`src/rtl/pipe_stage_reg.sv`:
```
// Inter-stage pipeline register with valid/ready handshake, one-entry skid buffer and flush.
// Optional statistics counters (stall_cnt, flush_cnt) are enabled by defining PIPE_STAGE_STATS_EN.
module pipe_stage_reg #(
    parameter int DATA_W  = 32,
    parameter int INSTR_W = 32,
    parameter int CTRL_W  = 8,
    parameter int STAT_W  = 16
) (
    input  logic               clk,
    input  logic               rst,
    input  logic               in_valid,
    output logic               in_ready,
    input  logic [DATA_W-1:0]  in_data,
    input  logic [INSTR_W-1:0] in_instr,
    input  logic [CTRL_W-1:0]  in_ctrl,
    input  logic               flush,
    output logic               out_valid,
    input  logic               out_ready,
    output logic [DATA_W-1:0]  out_data,
    output logic [INSTR_W-1:0] out_instr,
    output logic [CTRL_W-1:0]  out_ctrl
`ifdef PIPE_STAGE_STATS_EN
    ,
    output logic [STAT_W-1:0]  stall_cnt,
    output logic [STAT_W-1:0]  flush_cnt
`endif
);

    logic               main_vld_p1;
    logic               skid_vld_p1;
    logic [DATA_W-1:0]  main_data_p1;
    logic [INSTR_W-1:0] main_instr_p1;
    logic [CTRL_W-1:0]  main_ctrl_p1;
    logic [DATA_W-1:0]  skid_data_p1;
    logic [INSTR_W-1:0] skid_instr_p1;
    logic [CTRL_W-1:0]  skid_ctrl_p1;

    logic accept;
    logic drain;
    logic load_main;
    logic load_skid;

    assign accept = in_valid & ~skid_vld_p1;
    assign drain  = main_vld_p1 & out_ready;

    // In SKID the main slot refills from skid; otherwise from the input when main is free or draining.
    assign load_main = skid_vld_p1 ? drain : (accept & (~main_vld_p1 | drain));
    assign load_skid = ~skid_vld_p1 & accept & main_vld_p1 & ~drain;

    // ---- stage boundary: valid bits ----
    always_ff @(posedge clk) begin
        if (rst) begin
            main_vld_p1 <= 1'b0;
            skid_vld_p1 <= 1'b0;
        end else if (flush) begin
            main_vld_p1 <= 1'b0;
            skid_vld_p1 <= 1'b0;
        end else if (skid_vld_p1) begin
            if (drain) skid_vld_p1 <= 1'b0;
        end else if (accept) begin
            main_vld_p1 <= 1'b1;
            if (main_vld_p1 && !drain) skid_vld_p1 <= 1'b1;
        end else if (drain) begin
            main_vld_p1 <= 1'b0;
        end
    end

    // ---- stage boundary: payload (loads during flush are harmless, valid is cleared) ----
    always_ff @(posedge clk) begin
        if (rst) begin
            main_data_p1  <= '0;
            main_instr_p1 <= '0;
            main_ctrl_p1  <= '0;
            skid_data_p1  <= '0;
            skid_instr_p1 <= '0;
            skid_ctrl_p1  <= '0;
        end else begin
            if (load_main) begin
                main_data_p1  <= skid_vld_p1 ? skid_data_p1  : in_data;
                main_instr_p1 <= skid_vld_p1 ? skid_instr_p1 : in_instr;
                main_ctrl_p1  <= skid_vld_p1 ? skid_ctrl_p1  : in_ctrl;
            end
            if (load_skid) begin
                skid_data_p1  <= in_data;
                skid_instr_p1 <= in_instr;
                skid_ctrl_p1  <= in_ctrl;
            end
        end
    end

    assign in_ready  = ~skid_vld_p1;
    assign out_valid = main_vld_p1;
    assign out_data  = main_data_p1;
    assign out_instr = main_instr_p1;
    assign out_ctrl  = main_vld_p1 ? main_ctrl_p1 : '0;

`ifdef PIPE_STAGE_STATS_EN
    function automatic logic [STAT_W-1:0] sat_add(input logic [STAT_W-1:0] a,
                                                  input logic [1:0]        inc);
        logic [STAT_W:0] sum;
        sum = {1'b0, a} + (STAT_W+1)'(inc);
        return sum[STAT_W] ? {STAT_W{1'b1}} : sum[STAT_W-1:0];
    endfunction

    logic [1:0] discard;
    logic       stalled;

    // Entries lost on a flush: a non-draining main, the skid, and a dropped accept (never all three).
    assign stalled = main_vld_p1 & ~out_ready;
    assign discard = {1'b0, stalled} + {1'b0, skid_vld_p1} + {1'b0, accept};

    always_ff @(posedge clk) begin
        if (rst) begin
            stall_cnt <= '0;
            flush_cnt <= '0;
        end else begin
            stall_cnt <= sat_add(stall_cnt, {1'b0, stalled});
            if (flush) flush_cnt <= sat_add(flush_cnt, discard);
        end
    end
`else
    logic [STAT_W-1:0] unused_stat_w;
    assign unused_stat_w = '0;
`endif

endmodule

```
`config.mk`:
```
export PLATFORM = sky130hd
export DESIGN_NAME = pipe_stage_reg
export DESIGN_NICKNAME = d
export VERILOG_FILES = /design/src/rtl/pipe_stage_reg.sv
export SDC_FILE = /design/constraint.sdc
export NUM_CORES = 1
export LEC_CHECK = 0
export CAP_MARGIN = 20
export CORE_MARGIN = 1
export CORE_UTILIZATION = 39
export CTS_CLUSTER_DIAMETER = 40
export DETAILED_ROUTE_END_ITERATION = 8
export PLACE_DENSITY = 0.65
export SLEW_MARGIN = 20
export SYNTH_ARGS = -nofsm -noshare
export SYNTH_HDL_FRONTEND = slang
export SYNTH_SLANG_ARGS = --single-unit
```
`constraint.sdc`:
```
create_clock -name clk -period 1.95 [get_ports clk]
set_clock_uncertainty 0.1 [all_clocks]
set_input_delay 0.195 -clock clk [delete_from_list [all_inputs] [get_ports clk]]
set_output_delay 0.195 -clock clk [all_outputs]
set_load 0.005 [all_outputs]
```
==> results.toml, run 1 <==
[timing]
setup_violations = 0
fin_crit_sh_pct = 95.6
whs_ns = 0.0722
fin_tns_setup_ns = 0
rsz0062_at_grt = "no"
hold_viol = 0
max_freq_mhz = 536
worst_pin_slew_ns = 0.580
finalMaxSlewViolations = 0
finalCriticalPeriod_ns = 1.86
relSlewSlack_pct = 61.3

[routing]
drt-pass1-iter-count = 4
drt_wl_total_um = 16400
drc = 0
ant_nets = 0
via_per_inst = 5.18
drt_iter0_drc = 257
routedWlPerCell_um = 16.2
vias = 5238

[synth]
synth_warnings = 0
yosysMostFrequentCell = "dfxtp_1"
synth_area_per_cell_um2 = 9.44
yosysTopAreaCell = "dfxtp_1"
synth_cell_type_count = 20
synth-edff-count = 0
ys_top_cells_by_area = "dfxtp_1, a211oi_2, a21oi_1"
netlist_top_cells_count = "dfxtp_1, a21oi_1, nand2_1, mux2i_1, a211oi_2"
synth_nets = 740
synth_top_area_share_pct = 46.7
netlist_instances = 663
synth_ff_type = "dfxtp_1"
async_reset_ff_share_pct = 0
ys_ff_latch = 146
syn_area_um2 = 6260
seq_area_frac_synth_pct = 46.7

[setup_path]
crit_required_ns = 1.65
startpoint = "out_valid"
cp-start-kind = "register"
crit_path_end_kind = "primary output"
timing.rr.start = "skid_vld_p1"
crit_arrival_ns = 1.57
critPathKind = "register to primary output"
worst-path-max-fanout = 16

[placed_design]
portBuffers = 150
gp_congestion = 0.772
dpl.hpwl_um = 10600
dpl_cell_area_um2 = 8010

[cells_and_area]
antenna_cells = 0
area_growth_pct = 37.9
nFillCells = 1346
drive_gt1_share_pct = 16.5
finalNetCount = 865
multi_input_area_um2 = 3040
seq_area_um2 = 2930
fin_area_um2 = 8630

[clock_network]
cts_tree = "built"
htreeDepth = 4
clkTransAtPathRegs_ns = 0.06
numCtsBuffers = 17
cts.sink_count = 146
post_cts_buffers = 0
clk_path_buf_depth = 2
ctsHoldBuffers = 0
cts-root-buf = "clkbuf_16"
clk_latency_ns = 0.42

[floorplan]
start_util_pct = 40.6
die_w_um = 129
die_area_um2 = 16600
die_height_um = 129
rows = 45
coreArea_um2 = 15400
io_pins = 151

[global_route]
overflow = 0
grt_pass1_wl_um = 25900
grt_max_degree = 50
antenna_found_initial = 0
grt_pass1_vias = 5179
track_usage_pct = 20.0

[power]
ir_drop_mv = 0.552
p_leak_nw = 2.82
p_per_area_nw_per_um2 = 886

[status]
outcome = "completed"

[worst_hold_path]
hold_start = "rst"
min_path_type = "primary input to register"

[run]
maxCapViolations = 0
logic make-up (layout without fill, tap and decap cells):
logic type      after synthesis  after routing  share of synthesized area (%)
flops                       146            146                           46.7
compound gates              219            219                           26.1
buf+inv                      67            205                           5.28
mux                          73             73                           11.8
simple gates                158            158                           10.2
stage by stage:
step                      setup slack, ns  cells  utilization (%)  total power (W)
after floorplan                     0.373    663                -          0.00372
final                              0.0858   1012             56.0          0.00765
after global placement             0.0975    981             51.9          0.00422
after CTS                          0.0761   1012             56.0          0.00771
after detailed placement           0.0561    981             51.9          0.00425
after global routing               0.0410   1012             56.0          0.00792
worst paths after layout:
kind | cells past startpoint | to | slack (ns)
worst max register to register | 4 | out_instr[25] | 0.23
worst min register to register | 2 | skid_data_p1[22] | 0.36
worst min-delay path | 2 | skid_data_p1[4] | 0.07
worst max-delay path | 2 | out_ctrl[2] | 0.09
routing by layer:
layer	wire, um	share of wire [%]	vias up	global-route usage [%]
met5	0	0	-	0
li1	-	-	2578	-
met4	189	1.2	0	6.78
met3	816	5.0	15	4.45
met1	7510	46	2498	25.0
met2	7910	48	147	34.1
flip-flops by register name, summed over array words and instances, names as in the netlist:
register	count
out_data	32
skid_vld_p1	1
main_ctrl_p1	8
skid_data_p1	32
skid_instr_p1	32
out_valid	1
skid_ctrl_p1	8
out_instr	32
timing repair:
item                       4_1_cts  5_1_grt
gates resized for setup          2        0
hold endpoints to repair         0        0
setup endpoints to repair        7        0
final cells by class:
type                    count  area share [%]
multi-input cells         450            35.2
repair buffers            172            20.5
clock inverters            11            1.83
well taps                 211            3.06
clock buffers              21            5.45
inverters                   1          0.0435
flip-flops and latches    146            33.9
worst max-delay path: stages, from the launching register on:
cell and delay, ns:
dfxtp_4 0.46, and2_1 0.18, clkdlybuf4s50_1 0.50
power breakdown:
group          total, W  internal [W]  switching, W
sequential      0.00321       0.00312     0.0000877
clock           0.00347       0.00223       0.00124
combinational  0.000969      0.000533      0.000436
total           0.00765       0.00588       0.00176
cell usage in the layout (no fill, tap or decap), types with 3 or more instances in the layout:
cell | Yosys | final
clkdlybuf4s50_1 | 0 | 149
a21oi_1 | 145 | 145
nand2_1 | 144 | 144
dfxtp_1 | 146 | 144
mux2i_1 | 72 | 72
a211oi_2 | 70 | 70
clkbuf_16 | 0 | 17
buf_4 | 0 | 14
and2_1 | 8 | 8
buf_12 | 0 | 8
clkinv_2 | 0 | 6
bufinv_16 | 0 | 4
clkbuf_8 | 0 | 3
No activity file was read; power rests on OpenSTA's default activity.
==> run 2, diff against run 1 <==
--- a/config.mk
+++ b/config.mk
@@ -8,6 +8,7 @@
 export CAP_MARGIN = 20
 export CORE_MARGIN = 1
 export CORE_UTILIZATION = 39
+export CTS_BUF_LIST = sky130_fd_sc_hd__clkbuf_16
 export CTS_CLUSTER_DIAMETER = 40
 export DETAILED_ROUTE_END_ITERATION = 8
 export PLACE_DENSITY = 0.65
==> results.toml, run 2 (synthesized netlist as in run 1, its figures left out) <==
[placed_design]
portBuffers = 150
dpl.hpwl_um = 10600
preCtsSetupSlack_ns = 0.0561
gp_congestion = 0.772

[clock_network]
numCtsBuffers = 17
htreeDepth = 4
cts_tree = "built"
clk_path_buf_depth = 2
cts.sink_count = 146
clkTransAtPathRegs_ns = 0.06
post_cts_buffers = 0
clk_latency_ns = 0.42
cts-root-buf = "clkbuf_16"

[cells_and_area]
layout_commonest_cell = "clkdlybuf4s50_1"
drive_gt1_share_pct = 16.1
antenna_cells = 0
layout_common_cells = "clkdlybuf4s50_1, a21oi_1, nand2_1, dfxtp_1, mux2i_1"
area_growth_pct = 37.5
finalNetCount = 865

[floorplan]
rows = 45
io_pins = 151
die_w_um = 129
coreArea_um2 = 15400
start_util_pct = 40.6
die_height_um = 129
die_area_um2 = 16600

[status]
outcome = "completed"

[routing]
drt_wl_total_um = 16400
vias = 5257
drt_iter0_drc = 316
drt-pass1-iter-count = 4
via_per_inst = 5.19
routedWlPerCell_um = 16.2
ant_nets = 0
drc = 0

[setup_path]
critPathSlowestCell = "clkdlybuf4s50_1"
cp-start-kind = "register"
critPathKind = "register to primary output"
crit_arrival_ns = 1.57
crit_required_ns = 1.65
crit_path_end_kind = "primary output"
cp_cell_sequence = "and2_1 -> clkdlybuf4s50_1"
worst-path-max-fanout = 16
cpPeakStageDelay_ns = 0.50

[run]
maxCapViolations = 0

[timing]
fin_ws_ns = 0.0884
finalCriticalPeriod_ns = 1.86
max_freq_mhz = 537
worst_pin_slew_ns = 0.573
fin_tns_setup_ns = 0
whs_ns = 0.0743
fin_crit_sh_pct = 95.5
finalMaxSlewViolations = 0
hold_viol = 0
setup_violations = 0
relSlewSlack_pct = 61.8
rsz0062_at_grt = "no"

[power]
ir_drop_mv = 0.553
p_leak_nw = 2.80
design_power_total_w = 0.00752
p_per_area_nw_per_um2 = 874

[global_route]
antenna_found_initial = 0
grt_pass1_wl_um = 25800
overflow = 0
grt_max_degree = 50
grt_pass1_vias = 5164
track_usage_pct = 20.0

[worst_hold_path]
min_path_type = "primary input to register"
[run 2: worst paths after layout]
kind | startpoint | endpoint | slack (ns) | depth (start not counted)
hold / removal | rst | skid_data_p1[4] | 0.07 | 2
setup reg to reg | skid_vld_p1 | out_instr[25] | 0.22 | 4
setup / recovery | out_valid | out_ctrl[2] | 0.09 | 2
hold reg to reg | skid_instr_p1[12] | skid_instr_p1[12] | 0.36 | 2
[run 2: cell type report]
cell class | instances | area [um2]
timing repair buffer | 172 | 1770
clock inverter | 15 | 173
fill | 1349 | 6820
sequential | 146 | 2930
clock buffer | 17 | 425
multi-input combinational | 450 | 3040
tap | 211 | 264
inverter | 1 | 3.75
[run 2: metal layers]
metal  GRT usage (%)  up-vias  share of wire, %
li1                -     2583                 -
met1            25.0     2514                46
met2            34.1      143                48
met3            4.45       17               4.6
met4            6.78        0               1.2
met5               0        -                 0
[run 2: per-stage QoR]
step / util (%) / std cells / cell area (um2)
3_5_place_dp: 51.9 / 981 / 8010
2_1_floorplan: - / 663 / 6260
4_1_cts: 55.8 / 1012 / 8600
3_3_place_gp: 51.9 / 981 / 8010
5_1_grt: 55.8 / 1012 / 8600
6_report: 55.8 / 1012 / 8600
[run 2: report_power, final]
part	internal (W)	switching (W)	leakage, nW	total (W)
combinational	0.000533	0.000436	1.31	0.000969
sequential	0.00312	0.0000877	1.20	0.00321
clock	0.00210	0.00123	0.300	0.00334
total	0.00576	0.00176	2.80	0.00752
[run 2: repair_timing]
item,in CTS,in global routing
setup endpoints to repair,7,0
hold buffers,0,0
gates resized for setup,2,0
[run 2: critical path, delay by kind of cell (launching register included)]
family                 cells  cell delay, ns
flip-flops                 1            0.46
buffers and inverters      1            0.50
AND/OR/NAND/NOR            1            0.18
==> run 3, diff against run 2 <==
--- a/config.mk
+++ b/config.mk
@@ -12,7 +12,7 @@
 export CTS_CLUSTER_DIAMETER = 40
 export DETAILED_ROUTE_END_ITERATION = 8
 export PLACE_DENSITY = 0.65
-export SLEW_MARGIN = 20
+export SETUP_SLACK_MARGIN = 0.15
 export SYNTH_ARGS = -nofsm -noshare
 export SYNTH_HDL_FRONTEND = slang
 export SYNTH_SLANG_ARGS = --single-unit
==> results.toml, run 3 (synthesized netlist as in run 1, its figures left out) <==
[status]
outcome = "completed"

[floorplan]
io_pins = 151
die_w_um = 129
coreArea_um2 = 15400
start_util_pct = 40.6
rows = 45
die_height_um = 129
die_area_um2 = 16600

[routing]
routedWlPerCell_um = 16.2
drt-pass1-iter-count = 5
ant_nets = 0
drt_iter0_drc = 279
drt_wl_total_um = 16500
via_per_inst = 5.18
vias = 5302
drc = 0

[worst_hold_path]
min_path_type = "primary input to register"

[timing]
whs_ns = 0.0772
hold_viol = 0
rsz0062_at_grt = "no"
setup_violations = 0
relSlewSlack_pct = 60.9
fin_tns_setup_ns = 0
max_freq_mhz = 572
worst_pin_slew_ns = 0.587
fin_crit_sh_pct = 89.7
finalMaxSlewViolations = 0
finalCriticalPeriod_ns = 1.75

[cells_and_area]
drive_gt1_share_pct = 17.3
layout_commonest_cell = "a21oi_1"
area_growth_pct = 39.0
finalNetCount = 877
antenna_cells = 0
fin_area_um2 = 8700
layout_common_cells = "a21oi_1, nand2_1, dfxtp_1, clkdlybuf4s50_1, mux2i_1"
fin_util_pct = 56.4

[clock_network]
clk_path_buf_depth = 2
htreeDepth = 4
numCtsBuffers = 17
ctsHoldBuffers = 0
clkTransAtPathRegs_ns = 0.06
cts.sink_count = 146
clk_latency_ns = 0.41
cts-root-buf = "clkbuf_16"
cts_tree = "built"

[run]
maxCapViolations = 0

[setup_path]
crit_arrival_ns = 1.45
cp-start-kind = "register"
worst-path-max-fanout = 15
critPathKind = "register to primary output"
crit_required_ns = 1.65
cpPeakStageDelay_ns = 0.50
crit_path_end_kind = "primary output"
cp_cell_sequence = "inv_2 -> clkdlybuf4s50_1"
critPathSlowestCell = "dfxtp_4"

[power]
p_per_area_nw_per_um2 = 866
ir_drop_mv = 0.542
p_leak_nw = 2.91

[global_route]
grt_pass1_wl_um = 25900
track_usage_pct = 20.1
grt_pass1_vias = 5197
overflow = 0
antenna_found_initial = 0
grt_max_degree = 50

[placed_design]
gp_congestion = 0.772
dpl_cell_area_um2 = 8010
dpl.hpwl_um = 10600
portBuffers = 150
run 3: cell types whose count changed in the layout (fill, tap and decap cells not counted), sizes merged:
cell	delta
clkdlybuf4s50	-8
dlygate4sd2	+8
buf	+12
run 3: timing repair:
item                                    CTS  global route
setup buffers                             4             7
endpoints found under the setup margin    8             4
gates cloned                              0             0
gates resized for setup                  11             0
run 3: worst paths after layout:
path	start	cells past startpoint	slack [ns]	endpoint
worst max-delay path	skid_vld_p1	2	0.20	in_ready
worst min-delay path	rst	2	0.08	skid_data_p1[4]
worst max register to register	out_valid	6	0.23	out_instr[25]
worst min register to register	skid_data_p1[2]	2	0.35	skid_data_p1[2]
run 3: worst max-delay path, delay by kind of cell, from the launching register on:
| family | cells | cell delay [ns] |
|---|---|---|
| buf+inv | 2 | 0.53 |
| flops | 1 | 0.50 |
run 3: layout make-up:
type / instances / area (um2)
Fill cell: 1353 / 6730
Clock buffer: 17 / 425
Tap cell: 211 / 264
Sequential cell: 146 / 2930
Clock inverter: 15 / 173
Multi-Input combinational cell: 450 / 3040
Inverter: 1 / 3.75
Timing Repair Buffer: 184 / 1860
run 3: where the power goes:
group | total [W] | internal (W) | switching (W)
Clock | 0.00333 | 0.00211 | 0.00122
Sequential | 0.00321 | 0.00312 | 0.0000841
Combinational | 0.000995 | 0.000550 | 0.000445
run 3: per-stage QoR:
step	power [W]	setup slack [ns]	cells
finish	0.00753	0.202	1024
global route	0.00782	0.165	1024
CTS	0.00759	0.177	1017
detailed placement	0.00425	0.0561	981
global placement	0.00422	0.0975	981
floorplan	0.00372	0.373	663
run 3: routing by layer:
layer  wire length, um  up-vias  share of wire, %  track usage, %
li1                  -     2608                 -               -
met1              7630     2530                46            25.2
met2              7930      146                48            34.0
met3               780       18               4.7            4.24
met4               214        0               1.3            7.61
met5                 0        -                 0               0
